--- src/rtl/aoc_pkg.sv ---
// Shared types for the dial tracker: controller state encoding and rotation direction codes.
package aoc_pkg;

  typedef enum logic [2:0] {
    IDLE = 3'd0,
    RUN  = 3'd1,
    DIV  = 3'd2,
    UPD  = 3'd3,
    DONE = 3'd4
  } state_t;

  localparam logic DIR_L = 1'b0;
  localparam logic DIR_R = 1'b1;

endpackage

--- src/rtl/dial_divmod.sv ---
// Restoring divider by the constant DIAL_SIZE: one quotient bit per cycle, AMT_W cycles per
// division, then a single-cycle done pulse. A new start reloads it and restarts the division.
module dial_divmod #(
  parameter int AMT_W     = 16,
  parameter int DIAL_SIZE = 100
) (
  input  logic                         clk,
  input  logic                         rst_n,
  input  logic                         start,
  input  logic [AMT_W-1:0]             dividend,
  output logic                         done,
  output logic [AMT_W-1:0]             quotient,
  output logic [$clog2(DIAL_SIZE)-1:0] remainder
);

  localparam int RW = $clog2(DIAL_SIZE);
  localparam int CW = $clog2(AMT_W + 1);
  localparam logic [RW:0] DIV_C = (RW + 1)'(DIAL_SIZE);

  logic [RW-1:0]    rem_q, rem_d;
  logic [AMT_W-1:0] quo_q, quo_d;
  logic [CW-1:0]    cnt_q, cnt_d;
  logic             done_q, done_d;
  logic [RW:0]      trial;

  always_comb begin
    rem_d  = rem_q;
    quo_d  = quo_q;
    cnt_d  = cnt_q;
    done_d = 1'b0;
    // quo_q doubles as the dividend shift register; quotient bits enter from the right
    trial  = {rem_q, quo_q[AMT_W-1]};
    if (start) begin
      rem_d = '0;
      quo_d = dividend;
      cnt_d = CW'(AMT_W);
    end else if (cnt_q != '0) begin
      cnt_d  = cnt_q - 1'b1;
      done_d = (cnt_q == CW'(1));
      if (trial >= DIV_C) begin
        rem_d = RW'(trial - DIV_C);
        quo_d = {quo_q[AMT_W-2:0], 1'b1};
      end else begin
        rem_d = trial[RW-1:0];
        quo_d = {quo_q[AMT_W-2:0], 1'b0};
      end
    end
  end

  always_ff @(posedge clk or negedge rst_n) begin
    if (!rst_n) begin
      rem_q  <= '0;
      quo_q  <= '0;
      cnt_q  <= '0;
      done_q <= 1'b0;
    end else begin
      rem_q  <= rem_d;
      quo_q  <= quo_d;
      cnt_q  <= cnt_d;
      done_q <= done_d;
    end
  end

  assign done      = done_q;
  assign quotient  = quo_q;
  assign remainder = rem_q;

endmodule

--- src/rtl/dial_tracker.sv ---
// Streaming dial tracker: applies rotation records to a dial position and counts zero
// landings (mode 0) or zero crossings (mode 1), saturating the count at its width.
//
//  state | meaning
//  IDLE  | waiting for process; position/result hold
//  RUN   | in_ready high, waiting for a record
//  DIV   | divider reducing the amount modulo DIAL_SIZE
//  UPD   | one cycle: apply new position and count
//  DONE  | last record retired, finished high until process drops
module dial_tracker
  import aoc_pkg::*;
#(
  parameter int DIAL_SIZE = 100,
  parameter int START_POS = 50,
  parameter int AMT_W     = 16,
  parameter int RESULT_W  = 32
) (
  input  logic                         clk,
  input  logic                         rst_n,
  input  logic                         process,
  input  logic                         mode,
  input  logic                         in_valid,
  output logic                         in_ready,
  input  logic                         in_dir,
  input  logic [AMT_W-1:0]             in_amount,
  input  logic                         in_last,
  output logic                         busy,
  output logic                         finished,
  output logic [RESULT_W-1:0]          result,
  output logic [$clog2(DIAL_SIZE)-1:0] pos
);

  localparam int PW   = $clog2(DIAL_SIZE);
  localparam int SW   = PW + 1;
  localparam int IW   = AMT_W + 1;
  localparam int SUMW = ((RESULT_W > IW) ? RESULT_W : IW) + 1;
  localparam logic [SW-1:0]       D_X  = SW'(DIAL_SIZE);
  localparam logic [RESULT_W-1:0] RMAX = {RESULT_W{1'b1}};

  state_t              state_q, state_d;
  logic                mode_q, mode_d;
  logic                dir_q, dir_d;
  logic                last_q, last_d;
  logic [PW-1:0]       pos_q, pos_d;
  logic [RESULT_W-1:0] result_q, result_d;

  logic                div_start, div_done;
  logic [AMT_W-1:0]    quo;
  logic [PW-1:0]       rem;

  logic [SW-1:0]       pos_x, r_x, s_w, np_w;
  logic                wrap_r, wrap_l;
  logic [IW-1:0]       inc_w;
  logic [SUMW-1:0]     sum_w;
  logic [RESULT_W-1:0] sat_w;

  dial_divmod #(
    .AMT_W    (AMT_W),
    .DIAL_SIZE(DIAL_SIZE)
  ) u_divmod (
    .clk      (clk),
    .rst_n    (rst_n),
    .start    (div_start),
    .dividend (in_amount),
    .done     (div_done),
    .quotient (quo),
    .remainder(rem)
  );

  always_comb begin
    pos_x  = {1'b0, pos_q};
    r_x    = {1'b0, rem};
    s_w    = pos_x + r_x;
    wrap_r = (s_w >= D_X);
    // a left turn crosses 0 when it reaches or passes it, but starting on 0 is not a crossing
    wrap_l = (pos_q != '0) && (r_x >= pos_x);
    if (dir_q == DIR_R) begin
      np_w = wrap_r ? (s_w - D_X) : s_w;
    end else begin
      np_w = (r_x > pos_x) ? (pos_x + D_X - r_x) : (pos_x - r_x);
    end
    if (mode_q) begin
      inc_w = {1'b0, quo} + IW'((dir_q == DIR_R) ? wrap_r : wrap_l);
    end else begin
      inc_w = IW'(np_w == '0);
    end
    sum_w = SUMW'(result_q) + SUMW'(inc_w);
    sat_w = (sum_w > SUMW'(RMAX)) ? RMAX : sum_w[RESULT_W-1:0];
  end

  always_comb begin
    state_d   = state_q;
    mode_d    = mode_q;
    dir_d     = dir_q;
    last_d    = last_q;
    pos_d     = pos_q;
    result_d  = result_q;
    div_start = 1'b0;
    case (state_q)
      IDLE: begin
        if (process) begin
          state_d  = RUN;
          pos_d    = PW'(START_POS);
          result_d = '0;
          mode_d   = mode;
        end
      end
      RUN: begin
        if (!process) begin
          state_d = IDLE;
        end else if (in_valid) begin
          div_start = 1'b1;
          dir_d     = in_dir;
          last_d    = in_last;
          state_d   = DIV;
        end
      end
      DIV: begin
        if (!process) begin
          state_d = IDLE;
        end else if (div_done) begin
          state_d = UPD;
        end
      end
      UPD: begin
        if (!process) begin
          state_d = IDLE;
        end else begin
          pos_d    = np_w[PW-1:0];
          result_d = sat_w;
          state_d  = last_q ? DONE : RUN;
        end
      end
      DONE: begin
        if (!process) begin
          state_d = IDLE;
        end
      end
      default: state_d = IDLE;
    endcase
  end

  always_ff @(posedge clk or negedge rst_n) begin
    if (!rst_n) begin
      state_q  <= IDLE;
      mode_q   <= 1'b0;
      dir_q    <= DIR_L;
      last_q   <= 1'b0;
      pos_q    <= PW'(START_POS);
      result_q <= '0;
    end else begin
      state_q  <= state_d;
      mode_q   <= mode_d;
      dir_q    <= dir_d;
      last_q   <= last_d;
      pos_q    <= pos_d;
      result_q <= result_d;
    end
  end

  assign in_ready = (state_q == RUN);
  assign busy     = (state_q == RUN) || (state_q == DIV) || (state_q == UPD);
  assign finished = (state_q == DONE);
  assign result   = result_q;
  assign pos      = pos_q;

endmodule

--- config.mk ---
export PLATFORM = sky130hd
export DESIGN_NAME = dial_tracker
export DESIGN_NICKNAME = d
export VERILOG_FILES = /design/src/rtl/aoc_pkg.sv /design/src/rtl/dial_divmod.sv /design/src/rtl/dial_tracker.sv
export SDC_FILE = /design/constraint.sdc
export NUM_CORES = 1
export LEC_CHECK = 0
export ABC_AREA = 1
export BUFFER_PORTS_ARGS = -buffer_cell sky130_fd_sc_hd__buf_2
export CORE_MARGIN = 2
export CORE_UTILIZATION = 62
export CTS_BUF_LIST = sky130_fd_sc_hd__clkbuf_2 sky130_fd_sc_hd__clkbuf_4 sky130_fd_sc_hd__clkbuf_8
export DETAILED_ROUTE_END_ITERATION = 12
export GPL_ROUTABILITY_DRIVEN = 0
export PLACE_DENSITY = 0.86
export SETUP_SLACK_MARGIN = 0.4
export SYNTH_ARGS = -nofsm -noshare
export SYNTH_HDL_FRONTEND = slang
export SYNTH_HIERARCHICAL = 1
export SYNTH_SLANG_ARGS = --single-unit
--- constraint.sdc ---
create_clock -name clk -period 6.5 [get_ports clk]
set_input_delay 0.65 -clock clk [delete_from_list [all_inputs] [get_ports clk]]
set_output_delay 0.65 -clock clk [all_outputs]
set_load 0.02 [all_outputs]
==> flow_metrics.env <==
export IMPL_antenna_found_initial=0
export IMPL_tns_ps=0
export IMPL_drt_iter0_markers=563
export IMPL_port_buffers=64
export IMPL_min_period_ps=5480
export IMPL_area_growth_pct=9.83
export IMPL_yosys_area_share_adder_pct=11.4
export IMPL_path_clk_slew_ps=80
export IMPL_fmax_ghz=0.182
export IMPL_vias=6334
export IMPL_wl_um=16200
export IMPL_io_pins=65
export IMPL_crit_slowest_cell="fa_1"
export IMPL_power_per_cell_area_nw_per_um2=591
export IMPL_fp_dieH_um=106
export IMPL_synth_xor_area_share_pct=3.67
export IMPL_insertion_delay_ps=370
export IMPL_endpoint_kind="flip-flop"
export IMPL_rsz0062_at_grt="no"
export IMPL_std_cell_rows=37
export IMPL_period_share_pct=84.3
export IMPL_p_leak_nw=3.83
export IMPL_viasPerCell=5.62
export IMPL_syn_inst=930
export IMPL_cap_violations=0
export IMPL_dpl_cell_count=1111
export IMPL_synth_edff_count=0
export IMPL_setup_viol=0
export IMPL_critPathLaunchType="flip-flop"
export IMPL_clock_sinks=74
export IMPL_worstSetupPathType="reg2reg"
export IMPL_worst_hold_path_type="in2async"
export IMPL_first_pass_iters=8
export IMPL_fp_dieW_um=106
export IMPL_path_buf_inv=4
export IMPL_slew_headroom_pct=27.5
export IMPL_grt_max_degree=75
export IMPL_synth_compound_area_share_pct=15.8
export IMPL_synth_avg_cell_area_um2=6.94
export IMPL_grt_pass1_vias=5833
export IMPL_arrival_ps=5740
export IMPL_synthesis_nets=1008
export IMPL_slew_viol_final=0
export IMPL_clock_skew_ps=6.43
export IMPL_antenna_left=0
export IMPL_synthDominantAreaCellType="dfrtp_1"
export IMPL_hold_viol_final=0
export IMPL_drc=0
export IMPL_cp_required_ps=6760
export IMPL_synth_most_common_cell="nand2_1"
export IMPL_cts_hold_buf=0
export IMPL_synth_common_cells="nand2_1 (267), inv_1 (122), dfrtp_1 (71), nand3_1 (66), nor2_1 (65)"
export IMPL_ys_async_sr_fraction_pct=100
export IMPL_drive_above_1_share_pct=13.4
export IMPL_htreeDepth=3
export IMPL_grt_use_total_pct=29.9
export IMPL_cts_tree="done"
export IMPL_grt_pass1_wl_um=27100
export IMPL_core_um2=10200
export IMPL_synthSimpleGateAreaFrac_pct=30.8
export IMPL_wl_per_cell_um=14.4
export IMPL_ys_seq_elements=74
export IMPL_synthMuxAreaShare_pct=0
export IMPL_start_util_pct=63.1
export IMPL_ys_warn_count=6
export IMPL_syn_cell_area_um2=6450
export IMPL_cts_setup_buffers=0
export IMPL_worst_slew_pin_slew_ps=1090
export IMPL_ys_flop_type="dfrtp_1"
export IMPL_status="finished clean"
export IMPL_synth_top_family_by_area="simple AND/OR/NAND/NOR gates"
export IMPL_synth_area_leaders="dfrtp_1 (28%), nand2_1 (16%), ha_1 (9.5%), inv_1 (7.1%), nand3_1 (5.1%)"
export IMPL_dpl_cell_area_um2=6820
export IMPL_cts_root_buf="clkbuf_8"
export IMPL_cts_inserted_buffers=9
export IMPL_ir_drop_v=0.000304
export IMPL_overflow=0
export IMPL_path_common_cell="ha_1"
export IMPL_post_dp_hpwl_um=12200
export IMPL_cp_max_fo=18
export IMPL_clock_path_buffers=2
export IMPL_final_nets=1064
export IMPL_cp_top_family="simple AND/OR/NAND/NOR gates"
export IMPL_yosysTopAreaCellShare_pct=27.5
export IMPL_crit_path_max_incr_delay_ps=440
export IMPL_layout_cells_non_filler=1127
export IMPL_n_antenna_cell=0
export IMPL_ys_seq_area_share_pct=28.8
export IMPL_design_die_area_um2=11200
export IMPL_design_area_um2=7090
export IMPL_synth_distinct_cells=47
export IMPL_post_cts_resized=0
==> per-layer routing <==
| metal | GRT usage, % | up-vias | part of all wire [%] |
|---|---|---|---|
| met5 | 0 | - | 0 |
| met4 | 10.1 | 0 | 2.4 |
| met3 | 5.27 | 33 | 6.9 |
| met2 | 46.5 | 234 | 45 |
| met1 | 42.2 | 2922 | 46 |
| li1 | - | 3145 | - |
==> worst reg2reg max path, delay by kind of cell, from the launching register on <==
| kind | cells | cell delay, ps |
|---|---|---|
| and+or+nand+nor | 14 | 1560 |
| adders and majority gates | 5 | 1500 |
| AOI/OAI and AO/OA | 7 | 1150 |
| buffers and inverters | 4 | 450 |
| DFF | 1 | 420 |
| xor gates and xnor gates | 1 | 310 |
==> through the flow <==
stage | utilization [%] | setup WS [ps] | hold slack, ps | total power, W
after CTS | 69.1 | 955 | 460 | 0.00414
after detailed placement | 66.7 | 975 | 451 | 0.00367
final | 69.3 | 1020 | 408 | 0.00419
after floorplan | - | 1680 | 354 | 0.00305
after global routing | 69.3 | 437 | 482 | 0.00459
after global placement | 66.7 | 1090 | 442 | 0.00363
==> report_power, final <==
part	switching [W]	total, W	internal, W
sequential	0.000215	0.000854	0.000639
combinational	0.00186	0.00288	0.00102
clock	0.000191	0.000457	0.000266
==> registers in the layout (all words and copies together), names as in the netlist, 3 cells and up <==
signal / count
pos: 7
result: 32
state_q: 3
u_divmod/remainder: 7
u_divmod/cnt_q: 5
u_divmod/quotient: 16
==> layout by cell type (no fill, tap or decap), types with 3 or more instances in the layout <==
master	instances
o21ai_0	41
dfstp_2	3
ha_1	48
nand3_2	3
nor2_1	65
nand4_1	14
inv_2	8
o211ai_1	11
inv_1	122
nor4_1	4
clkbuf_8	10
nand2_2	8
buf_2	63
xor2_1	18
o22ai_1	9
nand2_1	267
o21bai_1	6
a21oi_2	5
nand2_4	5
nor3_1	15
bufinv_16	3
fa_1	6
a21oi_1	43
dfrtp_1	70
o211ai_2	5
o21ai_1	27
nand3_1	66
xnor2_1	9
a31oi_1	6
==> cells by family after synthesis <==
family / after synthesis
compound gates: 166
xor+xnor: 27
fa+ha+maj: 55
buf+inv: 150
flops: 74
simple gates: 458
==> cell type report <==
cell class,instances,area [um2]
fillers,901,3150
repair buffers,64,323
clock inverters,6,114
inverters,131,497
well taps,136,170
multi-input cells,706,3990
clock buffers,10,138
flip-flops and latches,74,1860
==> worst paths after layout <==
| path | from | endpoint | slack, ps | cells after the start |
|---|---|---|---|---|
| worst max-delay path | u_divmod/remainder[0] | result[0] | 1020 | 31 |
| worst max register to register | u_divmod/remainder[0] | result[0] | 1020 | 31 |
| worst min-delay path | rst_n | u_divmod/cnt_q[0] | 410 | 1 |
| worst min register to register | u_divmod/cnt_q[4] | u_divmod/done | 460 | 1 |
| max in group asynchronous | rst_n | pos[2] | 5440 | 1 |
| min in group clk | u_divmod/cnt_q[4] | u_divmod/done | 460 | 1 |
No activity file was read; power rests on OpenSTA's default activity.
